## src/rtl/gf_ifetch_pkg.sv

```systemverilog
// Shared fetch-stage definitions: default widths and the fetch queue entry layout.
// Both gf_ifetch and gf_ifetch_queue take their parameter defaults from here.
package gf_ifetch_pkg;

  localparam int GF_ADDR_LEN  = 64;
  localparam int GF_INST_LEN  = 32;
  localparam int GF_INST_BLEN = 4;

  // One fetch queue slot; the queue keeps each field in its own array with this ordering.
  typedef struct packed {
    logic [GF_ADDR_LEN-1:0] pc;
    logic [GF_INST_LEN-1:0] inst;
    logic                   err;
    logic                   filled;
  } gf_fq_entry_t;

  function automatic int gf_count_bits(input int depth);
    return $clog2(depth) + 1;
  endfunction

endpackage

```

## src/rtl/gf_ifetch_queue.sv

```systemverilog
// Fetch queue storage: entries are allocated at issue, filled in order by responses
// and popped from the head, with wrap-bit pointers so a full queue differs from an empty one.
module gf_ifetch_queue
  import gf_ifetch_pkg::*;
#(
  parameter int ADDR_LEN = GF_ADDR_LEN,
  parameter int INST_LEN = GF_INST_LEN,
  parameter int QDEPTH   = 4,
  localparam int PW      = $clog2(QDEPTH),
  localparam int CW      = gf_count_bits(QDEPTH)
) (
  input  logic                clk,
  input  logic                i_rst,
  input  logic                i_alloc,
  input  logic [ADDR_LEN-1:0] i_alloc_pc,
  input  logic                i_fill,
  input  logic [INST_LEN-1:0] i_fill_inst,
  input  logic                i_fill_err,
  input  logic                i_pop,
  input  logic                i_clear,
  output logic [CW-1:0]       o_occupancy,
  output logic [CW-1:0]       o_unfilled,
  output logic                o_head_filled,
  output logic [ADDR_LEN-1:0] o_head_pc,
  output logic [INST_LEN-1:0] o_head_inst,
  output logic                o_head_err
);

  logic [CW-1:0]       r_alloc_ptr;
  logic [CW-1:0]       r_fill_ptr;
  logic [CW-1:0]       r_rd_ptr;
  logic [ADDR_LEN-1:0] r_pc     [QDEPTH];
  logic [INST_LEN-1:0] r_inst   [QDEPTH];
  logic                r_err    [QDEPTH];
  logic                r_filled [QDEPTH];

  logic [PW-1:0] w_alloc_idx;
  logic [PW-1:0] w_fill_idx;
  logic [PW-1:0] w_rd_idx;

  assign w_alloc_idx = r_alloc_ptr[PW-1:0];
  assign w_fill_idx  = r_fill_ptr[PW-1:0];
  assign w_rd_idx    = r_rd_ptr[PW-1:0];

  // Alloc, fill and pop always target distinct slots, so all three may land in one cycle.
  always_ff @(posedge clk or posedge i_rst) begin
    if (i_rst) begin
      r_alloc_ptr <= '0;
      r_fill_ptr  <= '0;
      r_rd_ptr    <= '0;
      for (int i = 0; i < QDEPTH; i++) begin
        r_pc[i]     <= '0;
        r_inst[i]   <= '0;
        r_err[i]    <= 1'b0;
        r_filled[i] <= 1'b0;
      end
    end else if (i_clear) begin
      r_alloc_ptr <= '0;
      r_fill_ptr  <= '0;
      r_rd_ptr    <= '0;
      for (int i = 0; i < QDEPTH; i++) begin
        r_filled[i] <= 1'b0;
      end
    end else begin
      if (i_alloc) begin
        r_pc[w_alloc_idx]     <= i_alloc_pc;
        r_filled[w_alloc_idx] <= 1'b0;
        r_alloc_ptr           <= r_alloc_ptr + CW'(1);
      end
      if (i_fill) begin
        r_inst[w_fill_idx]   <= i_fill_inst;
        r_err[w_fill_idx]    <= i_fill_err;
        r_filled[w_fill_idx] <= 1'b1;
        r_fill_ptr           <= r_fill_ptr + CW'(1);
      end
      if (i_pop) begin
        r_filled[w_rd_idx] <= 1'b0;
        r_rd_ptr           <= r_rd_ptr + CW'(1);
      end
    end
  end

  assign o_occupancy   = r_alloc_ptr - r_rd_ptr;
  assign o_unfilled    = r_alloc_ptr - r_fill_ptr;
  assign o_head_filled = r_filled[w_rd_idx];
  assign o_head_pc     = r_pc[w_rd_idx];
  assign o_head_inst   = r_inst[w_rd_idx];
  assign o_head_err    = r_err[w_rd_idx];

endmodule

```

## src/rtl/gf_ifetch.sv

```systemverilog
// Instruction fetch front end: issues PC-addressed memory reads under queue credit,
// drops responses owed to redirected requests and hands filled entries to decode in order.
module gf_ifetch
  import gf_ifetch_pkg::*;
#(
  parameter int ADDR_LEN  = GF_ADDR_LEN,
  parameter int INST_LEN  = GF_INST_LEN,
  parameter int INST_BLEN = GF_INST_BLEN,
  parameter int QDEPTH    = 4
) (
  input  logic                clk,
  input  logic                i_sig_rst,
  input  logic [ADDR_LEN-1:0] i_pc,
  input  logic                i_sig_flush,
  output logic [ADDR_LEN-1:0] o_last_pc,
  output logic                o_sig_req_valid,
  output logic [ADDR_LEN-1:0] o_req_addr,
  input  logic                i_sig_req_ready,
  input  logic                i_sig_rsp_valid,
  input  logic [INST_LEN-1:0] i_rsp_data,
  input  logic                i_sig_rsp_err,
  output logic                o_sig_inst_valid,
  output logic [INST_LEN-1:0] o_inst,
  output logic [ADDR_LEN-1:0] o_inst_pc,
  output logic                o_sig_inst_err,
  input  logic                i_sig_inst_ready
);

  localparam int DW = gf_count_bits(QDEPTH);
  localparam logic [DW:0] CREDIT_LIMIT = (DW + 1)'(QDEPTH);

  logic [DW-1:0] r_discard;
  logic [DW-1:0] w_discard_nxt;
  logic [DW-1:0] w_occupancy;
  logic [DW-1:0] w_unfilled;
  logic [DW:0]   w_credit_used;
  logic          w_req_fire;
  logic          w_fill;
  logic          w_pop;
  logic          w_head_filled;

  // Responses still owed to abandoned requests hold credit exactly like live entries.
  assign w_credit_used   = {1'b0, w_occupancy} + {1'b0, r_discard};
  assign o_sig_req_valid = !i_sig_rst && !i_sig_flush && (w_credit_used < CREDIT_LIMIT);
  assign o_req_addr      = i_pc;
  assign w_req_fire      = o_sig_req_valid && i_sig_req_ready;
  assign o_last_pc       = w_req_fire ? i_pc : (i_pc - ADDR_LEN'(INST_BLEN));

  assign w_fill           = i_sig_rsp_valid && (r_discard == '0) && !i_sig_flush;
  assign o_sig_inst_valid = !i_sig_rst && w_head_filled && !i_sig_flush;
  assign w_pop            = o_sig_inst_valid && i_sig_inst_ready;

  // On redirect every unfilled entry turns into a response to drop; one arriving now is already gone.
  always_comb begin
    w_discard_nxt = r_discard;
    if (i_sig_flush) begin
      w_discard_nxt = r_discard + w_unfilled - DW'(i_sig_rsp_valid);
    end else if (i_sig_rsp_valid && (r_discard != '0)) begin
      w_discard_nxt = r_discard - DW'(1);
    end
  end

  always_ff @(posedge clk or posedge i_sig_rst) begin
    if (i_sig_rst) begin
      r_discard <= '0;
    end else begin
      r_discard <= w_discard_nxt;
    end
  end

  gf_ifetch_queue #(
    .ADDR_LEN (ADDR_LEN),
    .INST_LEN (INST_LEN),
    .QDEPTH   (QDEPTH)
  ) u_queue (
    .clk           (clk),
    .i_rst         (i_sig_rst),
    .i_alloc       (w_req_fire),
    .i_alloc_pc    (i_pc),
    .i_fill        (w_fill),
    .i_fill_inst   (i_rsp_data),
    .i_fill_err    (i_sig_rsp_err),
    .i_pop         (w_pop),
    .i_clear       (i_sig_flush),
    .o_occupancy   (w_occupancy),
    .o_unfilled    (w_unfilled),
    .o_head_filled (w_head_filled),
    .o_head_pc     (o_inst_pc),
    .o_head_inst   (o_inst),
    .o_head_err    (o_sig_inst_err)
  );

`ifndef SYNTHESIS
  a_no_orphan_rsp: assert property (@(posedge clk) disable iff (i_sig_rst)
    !(i_sig_rsp_valid && (r_discard == '0) && (w_unfilled == '0)));
  a_discard_bound: assert property (@(posedge clk) disable iff (i_sig_rst)
    ({1'b0, r_discard} <= CREDIT_LIMIT));
`endif

endmodule
```

## config.mk

```make
export PLATFORM = sky130hd
export DESIGN_NAME = gf_ifetch
export DESIGN_NICKNAME = d
export VERILOG_FILES = /design/src/rtl/gf_ifetch_pkg.sv /design/src/rtl/gf_ifetch_queue.sv /design/src/rtl/gf_ifetch.sv
export SDC_FILE = /design/constraint.sdc
export NUM_CORES = 1
export LEC_CHECK = 0
export BUFFER_PORTS_ARGS = -buffer_cell sky130_fd_sc_hd__buf_2
export CAP_MARGIN = 20
export CORE_MARGIN = 5
export CORE_UTILIZATION = 61
export DETAILED_ROUTE_END_ITERATION = 12
export PLACE_DENSITY = 0.95
export REMOVE_ABC_BUFFERS = 1
export SLEW_MARGIN = 20
export SYNTH_ARGS = -nofsm -noshare
export SYNTH_HDL_FRONTEND = slang
export SYNTH_SLANG_ARGS = --single-unit
```

## constraint.sdc

```tcl
create_clock -name clk -period 37.9 [get_ports clk]
set_clock_uncertainty 0.2 [all_clocks]
set_input_delay 5.685 -clock clk [delete_from_list [all_inputs] [get_ports clk]]
set_output_delay 5.685 -clock clk [all_outputs]
set_load 0.1 [all_outputs]
```

Yosys cells after proc, flatten, opt, wreduce, memory -nomap -nowiden
Index checks and enable logic that the tools add are counted.
Widths: inputs -> output; s select.
{ "classes": {"n_addsub": 10, "order_cmp": 7, "muxes": 40, "bitwise": 9, "reduce_logical": 22} }
{ "op_table": {"columns": ["cell", "count"], "rows": [
  ["$bwmux 256", 1],
  ["$mux 64", 4],
  ["$bmux 64 s2", 1],
  ["$bwmux 128", 1],
  ["$demux 64 s2", 1],
  ["$mux 32", 3],
  ["$bmux 32 s2", 1],
  ["$demux 32 s2", 1],
  ["$sub 64x3->64 const B", 1],
  ["$mux 3", 8],
  ["$mux 4", 6],
  ["$logic_and 1x1->1", 12],
  ["$add 3x1->3 const B", 3],
  ["$ge 3x3->1 const B", 3],
  ["$lt 3x1->1 const B", 3],
  ["$not 2->3", 3],
  ["$and 4x4->4", 2],
  ["$not 4->4", 2],
  ["$reduce_bool 2->1", 4],
  ["$mux 1", 7],
  ["$demux 1 s2", 3],
  ["$sub 3x3->3", 2],
  ["$add 3x3->4", 1],
  ["$bmux 1 s2", 2],
  ["other kinds (11)", 13]
]} }
{ "word_totals": {"register_bits": 404, "in_bits": 103} }

Depth between registers and ports, before layout
Gate-level depths: netlist (run 1).
{ "depth": {"depth_word": 15, "ltp_mapped": 15} }

By module
Synthesis (run 1) repeated with hierarchy kept, for this count alone.
{ "unflattened": {"cells_unflattened": 1332, "area_unflattened_um2": 19916.6} }
{ "by_module_without_submodules": {"columns": ["mod", "instances", "cells_each", "area_per_inst_um2", "seq_area_each_um2"], "rows": [
  ["gf_ifetch_queue", 1, 1026, 17734.5, 10034.6],
  ["gf_ifetch", 1, 306, 2182.1, 75.1]
]} }

Worst setup path after synthesis (run 1)
No wires, ideal clock.
{ "synth_path": {"path_kind": "input to register", "startpoint": "in i_sig_rst", "endpoint": "reg u_queue.r_rd_ptr[1]", "setup_time_ns": 0.132, "t_arrival_ns": 15.264, "required_time_ns": 37.568, "path_slack_ns": 22.305, "stages": 4, "cell_sequence": "inv_1 > and3_1 > mux2i_1 > nor2_1"} }
{ "synth_via": {"elab_chain_len": 5} }
{ "synth_rtl": {"columns": ["element", "line_no", "text"], "rows": [
  ["start: declaration", "gf_ifetch.sv:12", "input logic i_sig_rst,"],
  ["$logic_not 1->1 (no source line)", null, null],
  ["$logic_and 1x1->1 (2 in a row)", "gf_ifetch.sv:50", "assign o_sig_inst_valid = !i_sig_rst && w_head_filled && !i_sig_flush;"],
  ["$logic_and 1x1->1", "gf_ifetch.sv:51", "assign w_pop = o_sig_inst_valid && i_sig_inst_ready;"],
  ["$reduce_bool 2->1 (no source line)", null, null],
  ["end signal: assignment", "gf_ifetch_queue.sv:78", "r_rd_ptr <= r_rd_ptr + CW'(1);"],
  ["end: declaration", "gf_ifetch_queue.sv:31", "logic [CW-1:0] r_rd_ptr;"]
]} }
Every way passes these cells.
A chain may end at the register's enable or synchronous reset.

Worst setup path in the final report (run 1)
{ "layout_path": {"startpoint": "in i_sig_flush", "endpoint": "out o_last_pc[40]"} }
{ "layout_via": {"elab_chain_len": 5} }
{ "layout_rtl": {"columns": ["element", "line_no", "text"], "rows": [
  ["start: declaration", "gf_ifetch.sv:14", "input logic i_sig_flush,"],
  ["$logic_not 1->1", "gf_ifetch.sv:44", "assign o_sig_req_valid = !i_sig_rst && !i_sig_flush && (w_credit_used < CREDIT_LIMIT);"],
  ["$logic_and 1x1->1 (2 in a row)", "gf_ifetch.sv:44", null],
  ["$logic_and 1x1->1", "gf_ifetch.sv:46", "assign w_req_fire = o_sig_req_valid && i_sig_req_ready;"],
  ["$mux 64", "gf_ifetch.sv:47", "assign o_last_pc = w_req_fire ? i_pc : (i_pc - ADDR_LEN'(INST_BLEN));"],
  ["end: declaration", "gf_ifetch.sv:15", "output logic [ADDR_LEN-1:0] o_last_pc,"]
]} }
Every way passes these cells.

==> flow_summary.toml, run 1 <==
[outcome]
status = "completed"

[logic_synthesis]
muxShareOfSynthArea_pct = 33.2
synth-seq-area-share_pct = 51.6
synth_compound_area_share_pct = 0.734
synth-xor-area-share_pct = 3.22
yosys.area_share.simple_pct = 4.72
synth-main-ff-cell = "dfrtp_1"
synthCells = 1352
synth_async_sr_flop_share_pct = 100
ys_ff_latch = 404
postSynthAreaPerCell_um2 = 14.5
synth_edf_count = 0
synth_top_family_by_area = "multiplexers"
yosysWarnings = 0
yosys.area_share.adder_pct = 1.72
synth_cell_type_count = 42
syn_area_um2 = 19600

[cts]
post_cts_buffers = 0
clockRootBuffer = "clkbuf_16"
cts_hold_buf = 0
cts_buffer_depth = 3
htree_levels = 2
clk_latency_ps = 520
cts_tree = "built"
cts_resized = 0
clkSinkCount = 404
clk_pin_slew_worst_paths_ps = 50
cts_made_buffers = 42

[timing]
hold_viol = 0
maxSlewHeadroom_pct = 24.2
max_freq_ghz = 0.0677
drv_slew = 0
setup_viol = 0
setup_tns_ps = 0
rsz0062_at_grt = "false"
final.setup.worst_slack_ps = 23130
period_needed_ps = 14770
worst_slew_pin_slew_ps = 1140
final.period_utilization_pct = 39.0

[detailed_routing]
route.detailed.drc = 0
avgViaCountPerCell = 6.18
drt_pre_antenna_iters = 6
vias = 12400
dr.first_iter.drc_count = 826
finalWirelength_um = 47000
ant_nets = 0
wire_per_inst_um = 23.4

[floorplanning]
std_cell_rows = 65
io-pin-count = 330
dieArea_um2 = 35800
die_h_um = 189
die_w_um = 189
start_util_pct = 61.9
core_um2 = 31600

[flow_run]
max_cap_violations = 0

[global_routing]
grt_pass1_wl_um = 75700
grt_pass1_vias = 13700
grt_max_degree = 196
grt_usage_pct = 26.4
antenna_found_initial = 4
gr-total-overflow = 0

[placement]
dpl_worst_slack_ps = 23140
routabilityCongestion = 0.849
port-buffer-count = 329
hpwl_um = 30100

[min_path]
min_path_type = "flip-flop to flip-flop"

[setup_path]
crit_fanout = 22
worstPathArrival_ps = 8890
endpoint_kind = "output pin"
worst_ep_required_time_ps = 32010
worst_path_most_repeated_cell = "buf_2"
slowest_stage = "nor4_4"
critical_path_class = "primary input to output pin"
cpPeakStageDelay_ps = 740
cp-start-kind = "primary input"
path_cells = "buf_2, or4_1, nor4_4, or3_1, nor4_1, xor2_1, buf_2"

[power]
leakagePower_nw = 10.8
total_power_w = 0.00173
ir_worst_vdd_mv = 0.0577
power_density_nw_per_um2 = 77.1

[finish]
area_growth_pct = 14.6
layout_common_cells = "dfrtp_1 (402), mux2_2 (380), buf_2 (329)"
multi_input_area_um2 = 8610
fillerInstances = 1957
drive_above_1_share_pct = 55.8
post-route-util_pct = 71.0
layout.area.seq_um2 = 10100
final_common_cell = "dfrtp_1"
final_nets = 1704
-- flip-flops by register name, indices dropped and copies added, names as in the netlist --
register / flops
r_discard: 3
u_queue.r_alloc_ptr: 3
u_queue.r_err: 4
u_queue.r_fill_ptr: 3
u_queue.r_filled: 4
u_queue.r_inst: 128
u_queue.r_pc: 256
u_queue.r_rd_ptr: 3
-- final cells by class --
cell class	instances	share of cell area (%)
Multi-Input combinational cell	770	38.4
Antenna cell	2	0.0223
Sequential cell	404	45.1
Timing Repair Buffer	340	7.86
Clock inverter	10	0.719
Tap cell	402	2.24
Inverter	19	0.373
Clock buffer	59	5.37
-- report_power, final --
| group | total (W) | switching (W) | internal (W) |
|---|---|---|---|
| Clock | 0.000410 | 0.000162 | 0.000248 |
| Combinational | 0.000753 | 0.000573 | 0.000180 |
| Sequential | 0.000567 | 0.0000480 | 0.000519 |
| Total | 0.00173 | 0.000784 | 0.000947 |
-- through the flow --
step           area (um^2)  hold slack, ps  instances
2_1_floorplan        18700             245       1193
3_3_place_gp         21000             257       1934
3_5_place_dp         21000             266       1934
4_1_cts              22400             279       2003
5_1_grt              22500             299       2006
6_report             22500             279       2006
-- critical path, delay by kind of cell --
family,cells,cell delay (ps)
AND/OR/NAND/NOR,4,2220
buffers and inverters,2,720
XOR/XNOR,1,250
-- logic make-up after synthesis --
family          count (synthesis)
flops                         404
buf+inv                       178
simple gates                  171
mux                           481
xor+xnor                       72
compound gates                 22
fa+ha+maj                      24
-- worst paths after layout --
kind                                startpoint           endpoint  slack (ps)  depth (start not counted)
hold reg to reg                u_queue.r_pc[3]    u_queue.r_pc[3]         280                          2
setup / recovery                   i_sig_flush      o_last_pc[40]       23130                          7
hold / removal                 u_queue.r_pc[3]    u_queue.r_pc[3]         280                          2
min in group asynchronous            i_sig_rst  u_queue.r_pc[198]        5090                          2
max in group asynchronous            i_sig_rst  u_queue.r_pc[170]       30960                          4
setup reg to reg           u_queue.r_rd_ptr[1]   u_queue.r_pc[49]       32680                          8
-- synth_stat cells, types with 2 or more instances --
| cell | n | share of area, % |
|---|---|---|
| or4_1 | 5 | 0.19 |
| o21ai_0 | 11 | 0.28 |
| nor2_1 | 35 | 0.67 |
| nor4_1 | 16 | 0.51 |
| nor4_2 | 3 | 0.19 |
| xnor2_1 | 46 | 2.1 |
| nor3_1 | 19 | 0.49 |
| fa_1 | 5 | 0.51 |
| buf_2 | 13 | 0.33 |
| inv_1 | 19 | 0.36 |
| ha_1 | 19 | 1.2 |
| a221oi_1 | 4 | 0.18 |
| nor3b_1 | 2 | 0.077 |
| mux2_2 | 380 | 22 |
| buf_1 | 20 | 0.38 |
| nand2_1 | 37 | 0.71 |
| nand3b_1 | 7 | 0.27 |
| and2_1 | 2 | 0.064 |
| or3_1 | 5 | 0.16 |
| nand2b_1 | 2 | 0.064 |
| nand4_1 | 4 | 0.13 |
| and3_1 | 2 | 0.064 |
| mux4_2 | 98 | 11 |
| dfrtp_1 | 404 | 52 |
| xor2_1 | 26 | 1.2 |
| buf_4 | 66 | 2.5 |
| nand4b_1 | 7 | 0.31 |
| clkbuf_2 | 2 | 0.051 |
| mux2i_1 | 3 | 0.15 |
| clkbuf_1 | 58 | 1.1 |
| a21oi_1 | 4 | 0.10 |
| nand3_1 | 18 | 0.46 |
-- metal layers --
layer	track usage [%]	vias to the layer above	routed length, um
met5	0	-	22
met4	10.1	4	1920
met3	3.98	126	2480
met2	45.7	455	24200
met1	34.0	6494	18400
li1	-	5315	-
Note: power is estimated with default switching activity, not from simulation.
==> inputs of run 2 (changes only) <==
- ABC_AREA: default -> 1
- CORE_UTILIZATION: 61 -> 57
- PLACE_DENSITY: 0.95 -> 0.92
- clock period: 37.9 -> 15.39 ns (I/O delays scaled with it)
==> flow_summary.toml, run 2 <==
[floorplanning]
std_cell_rows = 69
dieArea_um2 = 39300
core_um2 = 35300
die_h_um = 198
die_w_um = 198
io-pin-count = 330
start_util_pct = 57.3

[power]
swShare_pct = 46.2
clock_power_share_pct = 26.3
power_density_nw_per_um2 = 180
share_comb_of_total_power_pct = 40.0
internal-power_w = 0.00224
sequentialPowerShare_pct = 33.8
ir_worst_vdd_mv = 0.190
netSwitchingPower_w = 0.00192
leakagePower_nw = 11.4

[cts]
post_cts_buffers = 0
clkSinkCount = 404
htree_levels = 2
cts_resized = 0
cts_made_buffers = 43
cts_tree = "built"
cts_buffer_depth = 3
clockRootBuffer = "clkbuf_16"
clk_pin_slew_worst_paths_ps = 60
cts_hold_buf = 0
clk_latency_ps = 540

[placement]
port-buffer-count = 329
hpwl_um = 42100
routabilityCongestion = 1.02

[finish]
final_nets = 2901
largest_reg_flops = 256
layout_common_cells = "nand2_1 (623), o21ai_0 (606), dfrtp_1 (402)"
top_regs = "u_queue.r_pc (256), u_queue.r_inst (128)"
regMostFlops = "u_queue.r_pc"
area_growth_pct = 14.0
drive_above_1_share_pct = 15.4
layout.area.seq_um2 = 10100
multi_input_area_um2 = 8480
final_common_cell = "nand2_1"
fillerInstances = 2829

[timing]
period_needed_ps = 7700
drv_slew = 0
worst_slew_pin_slew_ps = 1130
maxSlewHeadroom_pct = 24.7
max_freq_ghz = 0.130
setup_viol = 0
setup_tns_ps = 0
final.period_utilization_pct = 50.0
hold_viol = 0
rsz0062_at_grt = "false"
holdWs_ps = 279

[detailed_routing]
ant_nets = 0
finalWirelength_um = 63800
drt_pre_antenna_iters = 6
wire_per_inst_um = 19.5
avgViaCountPerCell = 5.94
vias = 19400
route.detailed.drc = 0
wl_met2_um = 29400
dr_wl_met3_um = 6380
dr.first_iter.drc_count = 2280
top_layer_used = "met5"
routedLengthMet1_um = 25400

[flow_run]
max_cap_violations = 0

[setup_path]
crit_fanout = 38
path_cells = "clkinv_2, fa_1, xor2_1, ha_1, nor2_1, inv_1, nor2_1, nand3_1, buf_4, nand2_1, nor2_1, xor2_1, buf_2"
cpPeakStageDelay_ps = 710
endpoint_kind = "output pin"
worst_ep_required_time_ps = 12880
worstPathArrival_ps = 5190
critical_path_class = "flip-flop to output pin"
worst_path_most_repeated_cell = "nor2_1"
crit_buf_inv = 4
cp-start-kind = "flip-flop"
cp_top_family = "buffers and inverters"
slowest_stage = "dfrtp_4"

[logic_synthesis]
ys_top_cells_by_count = "nand2_1 (631), o21ai_0 (606), dfrtp_1 (404), nor2_1 (359), inv_1 (147)"
synth_top_cell_by_area = "dfrtp_1"
ys_ff_latch = 404
syn_area_um2 = 20200
synth_area_leaders = "dfrtp_1 (50%), o21ai_0 (15%), nand2_1 (12%), nor2_1 (6.7%), o22ai_1 (3.0%)"
synthCells = 2604
synth-seq-area-share_pct = 50.0
synth_most_common_cell = "nand2_1"
synth_top_area_share_pct = 50.0
synth_edf_count = 0
synth-main-ff-cell = "dfrtp_1"
yosysWarnings = 0
synth_cell_type_count = 24
synth_async_sr_flop_share_pct = 100
postSynthAreaPerCell_um2 = 7.77

[global_routing]
grt_pass1_vias = 19000
grt_usage_pct = 31.8
antenna_found_initial = 1
grt_max_degree = 192
grt_pass1_wl_um = 101000
gr-total-overflow = 0

[min_path]
min_path_type = "flip-flop to flip-flop"

[outcome]
status = "completed"
[run 2: cell count changes in the layout (fill, tap and decap cells not counted), sizes merged, moves of 8 or more]
| cell | before | now |
|---|---|---|
| o22ai | 0 | 97 |
| nor4 | 20 | 3 |
| nor3 | 19 | 6 |
| mux4 | 98 | 0 |
| nand3 | 18 | 43 |
| inv | 19 | 150 |
| o21ai | 11 | 607 |
| xor2 | 26 | 38 |
| nand2 | 37 | 631 |
| xnor2 | 46 | 3 |
| clkinv | 3 | 11 |
| mux2 | 380 | 0 |
| nor2 | 36 | 359 |
[run 2: worst paths after layout]
path,cells after the start,slack (ps),start,end
worst max-delay path,13,7690,u_queue.r_rd_ptr[1],o_last_pc[19]
worst max register to register,12,10450,u_queue.r_rd_ptr[1],u_queue.r_pc[125]
worst min register to register,2,280,u_queue.r_pc[148],u_queue.r_pc[148]
max in group asynchronous,3,11700,i_sig_rst,u_queue.r_pc[227]
min in group asynchronous,2,1710,i_sig_rst,r_discard[2]
worst min-delay path,2,280,u_queue.r_pc[148],u_queue.r_pc[148]
[run 2: cell type report]
cell class	count	share of cell area, %
sequential	404	43.9
multi-input combinational	1830	36.8
timing repair buffer	346	7.78
clock buffer	58	5.44
inverter	149	2.51
tap	461	2.50
clock inverter	20	1.07
antenna	1	0.0109
[run 2: layer usage]
layer  vias to the layer above  GRT usage, %
li1                       8777             -
met2                      1173          50.0
met5                         -             0
met1                      9285          44.3
met3                       190          5.58
met4                         2          12.5
[run 2: tightest hold or removal path, cell delays in order (launching register included)]
cell     delay [ps]
dfrtp_1         340
nand2_1          50
o21ai_0          60
[run 2: stage by stage]
step	setup WS, ps	instances	area, um^2	util [%]	power [W]
finish	7690	3269	23100	65.3	0.00416
global route	7430	3268	23100	65.3	0.00434
CTS	7740	3268	23000	65.3	0.00416
detailed placement	8090	3190	21500	61.0	0.00306
global placement	8150	3190	21500	61.0	0.00301
floorplan	464	2383	19100	-	0.00267
[run 2: cells by family after synthesis]
family	count (synthesis)	share of synthesized area (%)
xor gates and xnor gates	41	1.78
DFF	404	50.0
AOI/OAI and AO/OA	714	18.3
adders and majority gates	24	1.67
buffers and inverters	370	8.24
and+or+nand+nor	1051	20.0
[run 2: power groups by stage]
| stage | registers [W] | logic, W | clock network (W) |
|---|---|---|---|
| 3_5_place_dp | 0.00141 | 0.00165 | 0 |
| 6_report | 0.00140 | 0.00166 | 0.00109 |
| 5_1_grt | 0.00142 | 0.00177 | 0.00115 |
| 3_3_place_gp | 0.00140 | 0.00161 | 0 |
| 4_1_cts | 0.00140 | 0.00166 | 0.00110 |
| 2_1_floorplan | 0.00139 | 0.00127 | 0 |
